**src/rtl/uart_core_param.sv**
```systemverilog
`default_nettype none
// ============================================================================
//  Module      : uart_core_param
//  Description : Single-clock UART with a shared clock-enable baud tick.
//                TX takes words over a valid/ready handshake. RX oversamples
//                the line, samples each bit at its middle, and reports parity
//                and framing errors.
//  Revision    : 1.0 - initial release
// ============================================================================
module uart_core_param #(
    parameter int CLK_FREQ   = 1000000,
    parameter int BAUDRATE   = 9600,
    parameter int OVERSAMPLE = 16,
    parameter int DATA_WIDTH = 8,
    parameter int PARITY_EN  = 0,
    parameter int PARITY_ODD = 0,
    parameter int STOP_BITS  = 1
) (
    input  logic                  clk,
    input  logic                  reset,
    input  logic                  tx_valid,
    input  logic [DATA_WIDTH-1:0] tx_data,
    output logic                  tx_ready,
    output logic                  tx,
    output logic                  tx_busy,
    output logic                  tx_done,
    input  logic                  rx,
    output logic [DATA_WIDTH-1:0] rx_data,
    output logic                  rx_valid,
    output logic                  rx_parity_err,
    output logic                  rx_frame_err
);

    localparam int c_div_raw = CLK_FREQ / (BAUDRATE * OVERSAMPLE);
    localparam int c_div     = (c_div_raw < 1) ? 1 : c_div_raw;
    localparam int c_div_w   = (c_div > 1) ? $clog2(c_div) : 1;
    localparam int c_os_w    = $clog2(OVERSAMPLE);
    localparam int c_bit_w   = $clog2(DATA_WIDTH);

    localparam logic [c_div_w-1:0] c_div_last = c_div_w'(c_div - 1);
    localparam logic [c_os_w-1:0]  c_os_last  = c_os_w'(OVERSAMPLE - 1);
    localparam logic [c_os_w-1:0]  c_os_half  = c_os_w'(OVERSAMPLE / 2 - 1);
    localparam logic [c_bit_w-1:0] c_bit_last = c_bit_w'(DATA_WIDTH - 1);
    localparam logic               c_stop_last = (STOP_BITS == 2);
    localparam logic               c_par_odd   = (PARITY_ODD != 0);
    localparam logic               c_par_en    = (PARITY_EN != 0);

    localparam logic [2:0] c_idle   = 3'd0;
    localparam logic [2:0] c_start  = 3'd1;
    localparam logic [2:0] c_data   = 3'd2;
    localparam logic [2:0] c_parity = 3'd3;
    localparam logic [2:0] c_stop   = 3'd4;

    // ------------------------------------------------------------------
    // Baud tick generator
    // ------------------------------------------------------------------
    logic [c_div_w-1:0] div_cnt_q, div_cnt_d;
    logic               w_tick;

    // One tick every c_div clocks; with c_div=1 the tick is always on.
    always_comb begin
        w_tick    = (div_cnt_q == c_div_last);
        div_cnt_d = w_tick ? '0 : div_cnt_q + 1'b1;
    end

    // ------------------------------------------------------------------
    // Transmitter
    // ------------------------------------------------------------------
    logic [2:0]            tx_state_q, tx_state_d;
    logic [c_os_w-1:0]     tx_cnt_q, tx_cnt_d;
    logic [c_bit_w-1:0]    tx_bit_q, tx_bit_d;
    logic                  tx_stop_q, tx_stop_d;
    logic [DATA_WIDTH-1:0] tx_data_q, tx_data_d;
    logic                  tx_par_q, tx_par_d;
    logic                  tx_done_q, tx_done_d;
    logic                  w_tx_bit_end;

    // TX next state: each bit lasts OVERSAMPLE ticks; parity is fixed at accept.
    always_comb begin
        tx_state_d   = tx_state_q;
        tx_cnt_d     = tx_cnt_q;
        tx_bit_d     = tx_bit_q;
        tx_stop_d    = tx_stop_q;
        tx_data_d    = tx_data_q;
        tx_par_d     = tx_par_q;
        tx_done_d    = 1'b0;
        w_tx_bit_end = w_tick && (tx_cnt_q == c_os_last);
        if (tx_state_q != c_idle && w_tick) begin
            tx_cnt_d = w_tx_bit_end ? '0 : tx_cnt_q + 1'b1;
        end
        case (tx_state_q)
            c_idle: begin
                if (tx_valid) begin
                    tx_data_d  = tx_data;
                    tx_par_d   = (^tx_data) ^ c_par_odd;
                    tx_state_d = c_start;
                    tx_cnt_d   = '0;
                    tx_bit_d   = '0;
                    tx_stop_d  = 1'b0;
                end
            end
            c_start: if (w_tx_bit_end) tx_state_d = c_data;
            c_data: begin
                if (w_tx_bit_end) begin
                    if (tx_bit_q == c_bit_last) tx_state_d = c_par_en ? c_parity : c_stop;
                    else                        tx_bit_d   = tx_bit_q + 1'b1;
                end
            end
            c_parity: if (w_tx_bit_end) tx_state_d = c_stop;
            c_stop: begin
                if (w_tx_bit_end) begin
                    if (tx_stop_q == c_stop_last) begin
                        tx_state_d = c_idle;
                        tx_done_d  = 1'b1;
                    end else begin
                        tx_stop_d = 1'b1;
                    end
                end
            end
            default: tx_state_d = c_idle;
        endcase
    end

    // TX outputs decoded from state so reset forces the line high at once.
    always_comb begin
        tx_ready = (tx_state_q == c_idle);
        tx_busy  = (tx_state_q != c_idle);
        tx_done  = tx_done_q;
        case (tx_state_q)
            c_start:  tx = 1'b0;
            c_data:   tx = tx_data_q[tx_bit_q];
            c_parity: tx = tx_par_q;
            default:  tx = 1'b1;
        endcase
    end

    // ------------------------------------------------------------------
    // Receiver
    // ------------------------------------------------------------------
    logic                  sync1_q, sync1_d, sync2_q, sync2_d;
    logic [2:0]            rx_state_q, rx_state_d;
    logic [c_os_w-1:0]     rx_cnt_q, rx_cnt_d;
    logic [c_bit_w-1:0]    rx_bit_q, rx_bit_d;
    logic                  rx_stop_q, rx_stop_d;
    logic [DATA_WIDTH-1:0] rx_shift_q, rx_shift_d;
    logic                  rx_perr_q, rx_perr_d;
    logic                  rx_ferr_q, rx_ferr_d;
    logic                  rx_armed_q, rx_armed_d;
    logic [DATA_WIDTH-1:0] rx_data_q, rx_data_d;
    logic                  rx_valid_q, rx_valid_d;
    logic                  rx_parity_err_q, rx_parity_err_d;
    logic                  rx_frame_err_q, rx_frame_err_d;
    logic                  w_rx_s, w_rx_sample;

    // RX next state: half-bit wait confirms the start, then one sample per bit.
    always_comb begin
        sync1_d         = rx;
        sync2_d         = sync1_q;
        w_rx_s          = sync2_q;
        rx_state_d      = rx_state_q;
        rx_cnt_d        = rx_cnt_q;
        rx_bit_d        = rx_bit_q;
        rx_stop_d       = rx_stop_q;
        rx_shift_d      = rx_shift_q;
        rx_perr_d       = rx_perr_q;
        rx_ferr_d       = rx_ferr_q;
        rx_armed_d      = rx_armed_q;
        rx_data_d       = rx_data_q;
        rx_valid_d      = 1'b0;
        rx_parity_err_d = rx_parity_err_q;
        rx_frame_err_d  = rx_frame_err_q;
        w_rx_sample     = w_tick && (rx_cnt_q == ((rx_state_q == c_start) ? c_os_half : c_os_last));
        if (rx_state_q != c_idle && w_tick) begin
            rx_cnt_d = w_rx_sample ? '0 : rx_cnt_q + 1'b1;
        end
        case (rx_state_q)
            c_idle: begin
                // Re-arm only once the line has been seen high (break handling).
                if (w_rx_s) rx_armed_d = 1'b1;
                if (w_tick && rx_armed_q && !w_rx_s) begin
                    rx_state_d = c_start;
                    rx_cnt_d   = '0;
                end
            end
            c_start: begin
                if (w_rx_sample) begin
                    if (w_rx_s) begin
                        rx_state_d = c_idle;
                    end else begin
                        rx_state_d = c_data;
                        rx_bit_d   = '0;
                        rx_stop_d  = 1'b0;
                        rx_perr_d  = 1'b0;
                        rx_ferr_d  = 1'b0;
                    end
                end
            end
            c_data: begin
                if (w_rx_sample) begin
                    rx_shift_d = {w_rx_s, rx_shift_q[DATA_WIDTH-1:1]};
                    if (rx_bit_q == c_bit_last) rx_state_d = c_par_en ? c_parity : c_stop;
                    else                        rx_bit_d   = rx_bit_q + 1'b1;
                end
            end
            c_parity: begin
                if (w_rx_sample) begin
                    rx_perr_d  = ((^rx_shift_q) ^ c_par_odd) != w_rx_s;
                    rx_state_d = c_stop;
                end
            end
            c_stop: begin
                if (w_rx_sample) begin
                    if (!w_rx_s) rx_ferr_d = 1'b1;
                    if (rx_stop_q == c_stop_last) begin
                        rx_valid_d      = 1'b1;
                        rx_data_d       = rx_shift_q;
                        rx_parity_err_d = rx_perr_q;
                        rx_frame_err_d  = rx_ferr_q | !w_rx_s;
                        rx_state_d      = c_idle;
                        rx_armed_d      = 1'b0;
                    end else begin
                        rx_stop_d = 1'b1;
                    end
                end
            end
            default: rx_state_d = c_idle;
        endcase
    end

    // RX outputs are straight from their registers.
    always_comb begin
        rx_data       = rx_data_q;
        rx_valid      = rx_valid_q;
        rx_parity_err = rx_parity_err_q;
        rx_frame_err  = rx_frame_err_q;
    end

    // State registers for tick generator, TX and RX.
    always_ff @(posedge clk or negedge reset) begin
        if (!reset) begin
            div_cnt_q       <= '0;
            tx_state_q      <= c_idle;
            tx_cnt_q        <= '0;
            tx_bit_q        <= '0;
            tx_stop_q       <= 1'b0;
            tx_data_q       <= '0;
            tx_par_q        <= 1'b0;
            tx_done_q       <= 1'b0;
            sync1_q         <= 1'b1;
            sync2_q         <= 1'b1;
            rx_state_q      <= c_idle;
            rx_cnt_q        <= '0;
            rx_bit_q        <= '0;
            rx_stop_q       <= 1'b0;
            rx_shift_q      <= '0;
            rx_perr_q       <= 1'b0;
            rx_ferr_q       <= 1'b0;
            rx_armed_q      <= 1'b0;
            rx_data_q       <= '0;
            rx_valid_q      <= 1'b0;
            rx_parity_err_q <= 1'b0;
            rx_frame_err_q  <= 1'b0;
        end else begin
            div_cnt_q       <= div_cnt_d;
            tx_state_q      <= tx_state_d;
            tx_cnt_q        <= tx_cnt_d;
            tx_bit_q        <= tx_bit_d;
            tx_stop_q       <= tx_stop_d;
            tx_data_q       <= tx_data_d;
            tx_par_q        <= tx_par_d;
            tx_done_q       <= tx_done_d;
            sync1_q         <= sync1_d;
            sync2_q         <= sync2_d;
            rx_state_q      <= rx_state_d;
            rx_cnt_q        <= rx_cnt_d;
            rx_bit_q        <= rx_bit_d;
            rx_stop_q       <= rx_stop_d;
            rx_shift_q      <= rx_shift_d;
            rx_perr_q       <= rx_perr_d;
            rx_ferr_q       <= rx_ferr_d;
            rx_armed_q      <= rx_armed_d;
            rx_data_q       <= rx_data_d;
            rx_valid_q      <= rx_valid_d;
            rx_parity_err_q <= rx_parity_err_d;
            rx_frame_err_q  <= rx_frame_err_d;
        end
    end

endmodule
`default_nettype wire

```
**config.mk**
```make
export PLATFORM = sky130hd
export DESIGN_NAME = uart_core_param
export DESIGN_NICKNAME = d
export VERILOG_FILES = /design/src/rtl/uart_core_param.sv
export SDC_FILE = /design/constraint.sdc
export NUM_CORES = 1
export LEC_CHECK = 0
export BUFFER_PORTS_ARGS = -buffer_cell sky130_fd_sc_hd__buf_2
export CAP_MARGIN = 40
export CORE_MARGIN = 2
export CORE_UTILIZATION = 53
export CTS_CLUSTER_DIAMETER = 150
export DETAILED_ROUTE_END_ITERATION = 6
export PLACE_DENSITY = 0.75
export SLEW_MARGIN = 10
export SYNTH_ARGS = -nofsm -noshare
export SYNTH_HDL_FRONTEND = slang
export SYNTH_SLANG_ARGS = --single-unit
```
**constraint.sdc**
```tcl
create_clock -name clk -period 1.79 [get_ports clk]
set_input_delay 0.179 -clock clk [delete_from_list [all_inputs] [get_ports clk]]
set_output_delay 0.179 -clock clk [all_outputs]
set_load 0.02 [all_outputs]
```
==> impl_metrics.toml <==
[power_and_ir_drop]
power_per_cell_area_nw_per_um2 = 1090
power_leakage_uw = 0.00162
vdd_ir_drop_max_v = 0.000883
power_uw = 3620

[worst_setup_path]
critPathSlowestCell = "mux4_2"
crit_type = "reg -> out"
crit_buf_inv = 1
reg2reg_depth = 7
cp-start-kind = "flop"
cp.depth = 5
slowest_delay_ns = 0.50
critical-path-top-delay-family = "multiplexers"
crit_path_cell_trace = "mux4_2, mux2i_1, a21oi_1, a311o_1, buf_6"
critPathMaxFanout = 3
arrival_ns = 1.91
endpoint_kind = "output port"
critPathRequiredTime_ns = 1.61

[floorplan]
die_h_um = 76.5
io_pins = 27
core_sq_um = 5110
die_w_um = 76.5
die_area_sq_um = 5860
rows = 26
start_util = 0.546

[clock_tree]
clk_pin_slew_worst_paths_ns = 0.06
clk_latency_ns = 0.32
clock_path_buffers = 2
root_buffer = "clkbuf_8"
cts.sinks = 57
cts_tree = "done"
cts-buffers-inserted = 9
htree_levels = 3

[sta]
max_freq_mhz = 478
drv_slew = 0
timing.hold.ws_ns = 0.114
tightest_slew_ns = 0.435
setup_violations = 4
rsz0062_at_grt = "yes"
fin_crit_sh = 1.17
slew_headroom = 0.708
hold_viol_final = 0
finClkSkew_ns = 0.00986
tns_ns = -0.424
fin_ws_ns = -0.300
min_period_ns = 2.09

[route]
drcViolationCount = 0
dr_total_vias = 1875
drt_pre_antenna_iters = 4
wl_per_cell_um = 13.7
viasPerCell = 5.30
ant_nets = 0
drt_iter0_markers = 146
wirelength_um = 4840

[run_status]
status = "finished, violations left"
failed_checks = "negative setup slack"

[synth]
syn_area_per_cell_sq_um = 12.0
ys_seq_area_frac = 0.513
synth_area_sq_um = 2790
yosys_most_used_dff = "dfrtp_1"
ys_ff_latch = 57
syn_inst = 233
yosysWarnings = 0
synth_cell_types = 47
syn_nets = 251
synth-edff-count = 0
synthArstFlopShare = 1.00

[place]
io_buffers = 26
gp_congestion = 0.869
post-dp-hpwl_um = 3320

[global_routing]
grt_pass1_wl_um = 8540
grt_max_degree = 58
grt-ovfl-total = 0
antenna_found_initial = 0
grt.total_usage = 0.184
grt_pass1_vias = 1905

[finish]
fillers = 401
area_growth_pct = 19.3
antenna_cells = 0
drive_gt1_frac = 0.370
finalNetCount = 297
fin_util = 0.651

[run]
max-cap-violations = 0

[min_path]
holdPathStages = 2
hold_path.class = "in -> reg"
[layer usage]
layer / track usage / vias to the layer above / wire [um]
met5: 0 / - / 0
met4: 0.0709 / 0 / 49
met3: 0.0581 / 4 / 143
met2: 0.297 / 23 / 2380
met1: 0.233 / 918 / 2270
li1: - / 930 / -
[power breakdown]
part	internal (uW)	total, uW	switching [uW]
logic	438	819	381
registers	1490	1670	179
clock network	650	1130	477
total	2580	3620	1040
[timing repair]
action | CTS | global route
endpoints found under the hold margin | 56 | 0
hold buffers | 2 | 0
setup buffers | 1 | 2
gates resized for setup | 4 | 5
pin swaps | 3 | 2
endpoints found under the setup margin | 1 | 12
[cells in the final DEF, fill, tap and decap left out, types with 2 or more instances in the layout]
master	n
or3_1	3
nand3_1	5
dfstp_2	2
mux4_2	2
xnor2_1	12
a21oi_1	11
nor2_1	14
o41ai_1	2
nor3b_1	3
nand4_1	3
buf_2	25
mux2i_1	3
o31ai_1	2
clkinv_2	2
inv_1	5
nand2_1	12
mux2_2	26
o21ai_0	13
ha_1	4
nand3b_1	3
buf_6	2
dfrtp_1	54
nor2b_1	2
nand2b_1	2
mux2_4	5
nor3_1	3
dlygate4sd3_1	2
clkbuf_8	13
xor2_1	3
buf_4	17
a22o_1	3
ha_2	2
and3_1	3
[stage by stage]
step	cell area (sq um)	setup slack (ns)	instances
global route	3330	-0.396	354
floorplan	2790	-0.00436	233
detailed placement	3060	-0.0526	333
finish	3330	-0.300	354
CTS	3300	-0.339	352
global placement	3060	-0.0365	333
[flip-flops by register name, indices dropped and copies added (netlist names), 3 cells and up]
register,cells
rx_data,8
rx_cnt_q,4
tx_bit_q,3
rx_bit_q,3
tx_data_q,8
rx_state_q,3
rx_shift_q,8
tx_cnt_q,4
div_cnt_q,3
tx_state_q,3
[cells by family (layout without fill, tap and decap cells)]
kind of cell | Yosys count | count (layout) | share of synthesized area
buffers and inverters | 18 | 69 | 0.0381
XOR/XNOR | 16 | 16 | 0.0552
AO/OA/AOI/OAI | 37 | 37 | 0.0826
AND/OR/NAND/NOR | 63 | 63 | 0.127
flip-flops | 57 | 57 | 0.513
multiplexers | 36 | 36 | 0.158
adder cells (fa/ha/maj) | 6 | 6 | 0.0269
[area by class of cell]
| class | count | area [sq um] | area share |
|---|---|---|---|
| Timing Repair Buffer | 47 | 315 | 0.0948 |
| Tap cell | 70 | 87.6 | 0.0263 |
| Clock buffer | 14 | 183 | 0.0549 |
| Multi-Input combinational cell | 158 | 1270 | 0.383 |
| Inverter | 6 | 27.5 | 0.00827 |
| Sequential cell | 57 | 1430 | 0.430 |
| Clock inverter | 2 | 10.0 | 0.00301 |
[synthesized netlist by cell type, drive strengths merged, types with 2 or more instances]
master / instances / area share
nand3b: 3 / 0.0081
buf: 7 / 0.022
clkbuf: 5 / 0.0072
o21ai: 14 / 0.025
a21oi: 11 / 0.020
inv: 5 / 0.0067
and2: 2 / 0.0054
xor2: 3 / 0.0094
nor2b: 2 / 0.0045
nand2b: 2 / 0.0045
nand4: 3 / 0.0067
o41ai: 3 / 0.0094
nor3b: 3 / 0.0081
ha: 6 / 0.027
nand3: 6 / 0.011
nor3: 3 / 0.0054
o31ai: 2 / 0.0054
mux4: 2 / 0.016
xnor2: 12 / 0.038
nor4: 2 / 0.0099
nand2: 12 / 0.016
nor2: 14 / 0.019
dfrtp: 55 / 0.49
a22o: 3 / 0.0094
mux2i: 3 / 0.011
and3: 3 / 0.0067
or3: 4 / 0.011
dfstp: 2 / 0.019
mux2: 31 / 0.13
[path summary, 6_finish.rpt]
check,startpoint,to,slack (ns)
setup / recovery,tx_bit_q[1],tx,-0.30
min in group asynchronous,reset,rx_bit_q[2],0.40
max in group asynchronous,reset,sync2_q,1.09
setup reg to reg,tx_bit_q[1],tx_bit_q[1],-0.06
hold / removal,tx_data[4],tx_data_q[4],0.11
hold reg to reg,sync1_q,sync2_q,0.35
Note: power is estimated with default switching activity, not from simulation.
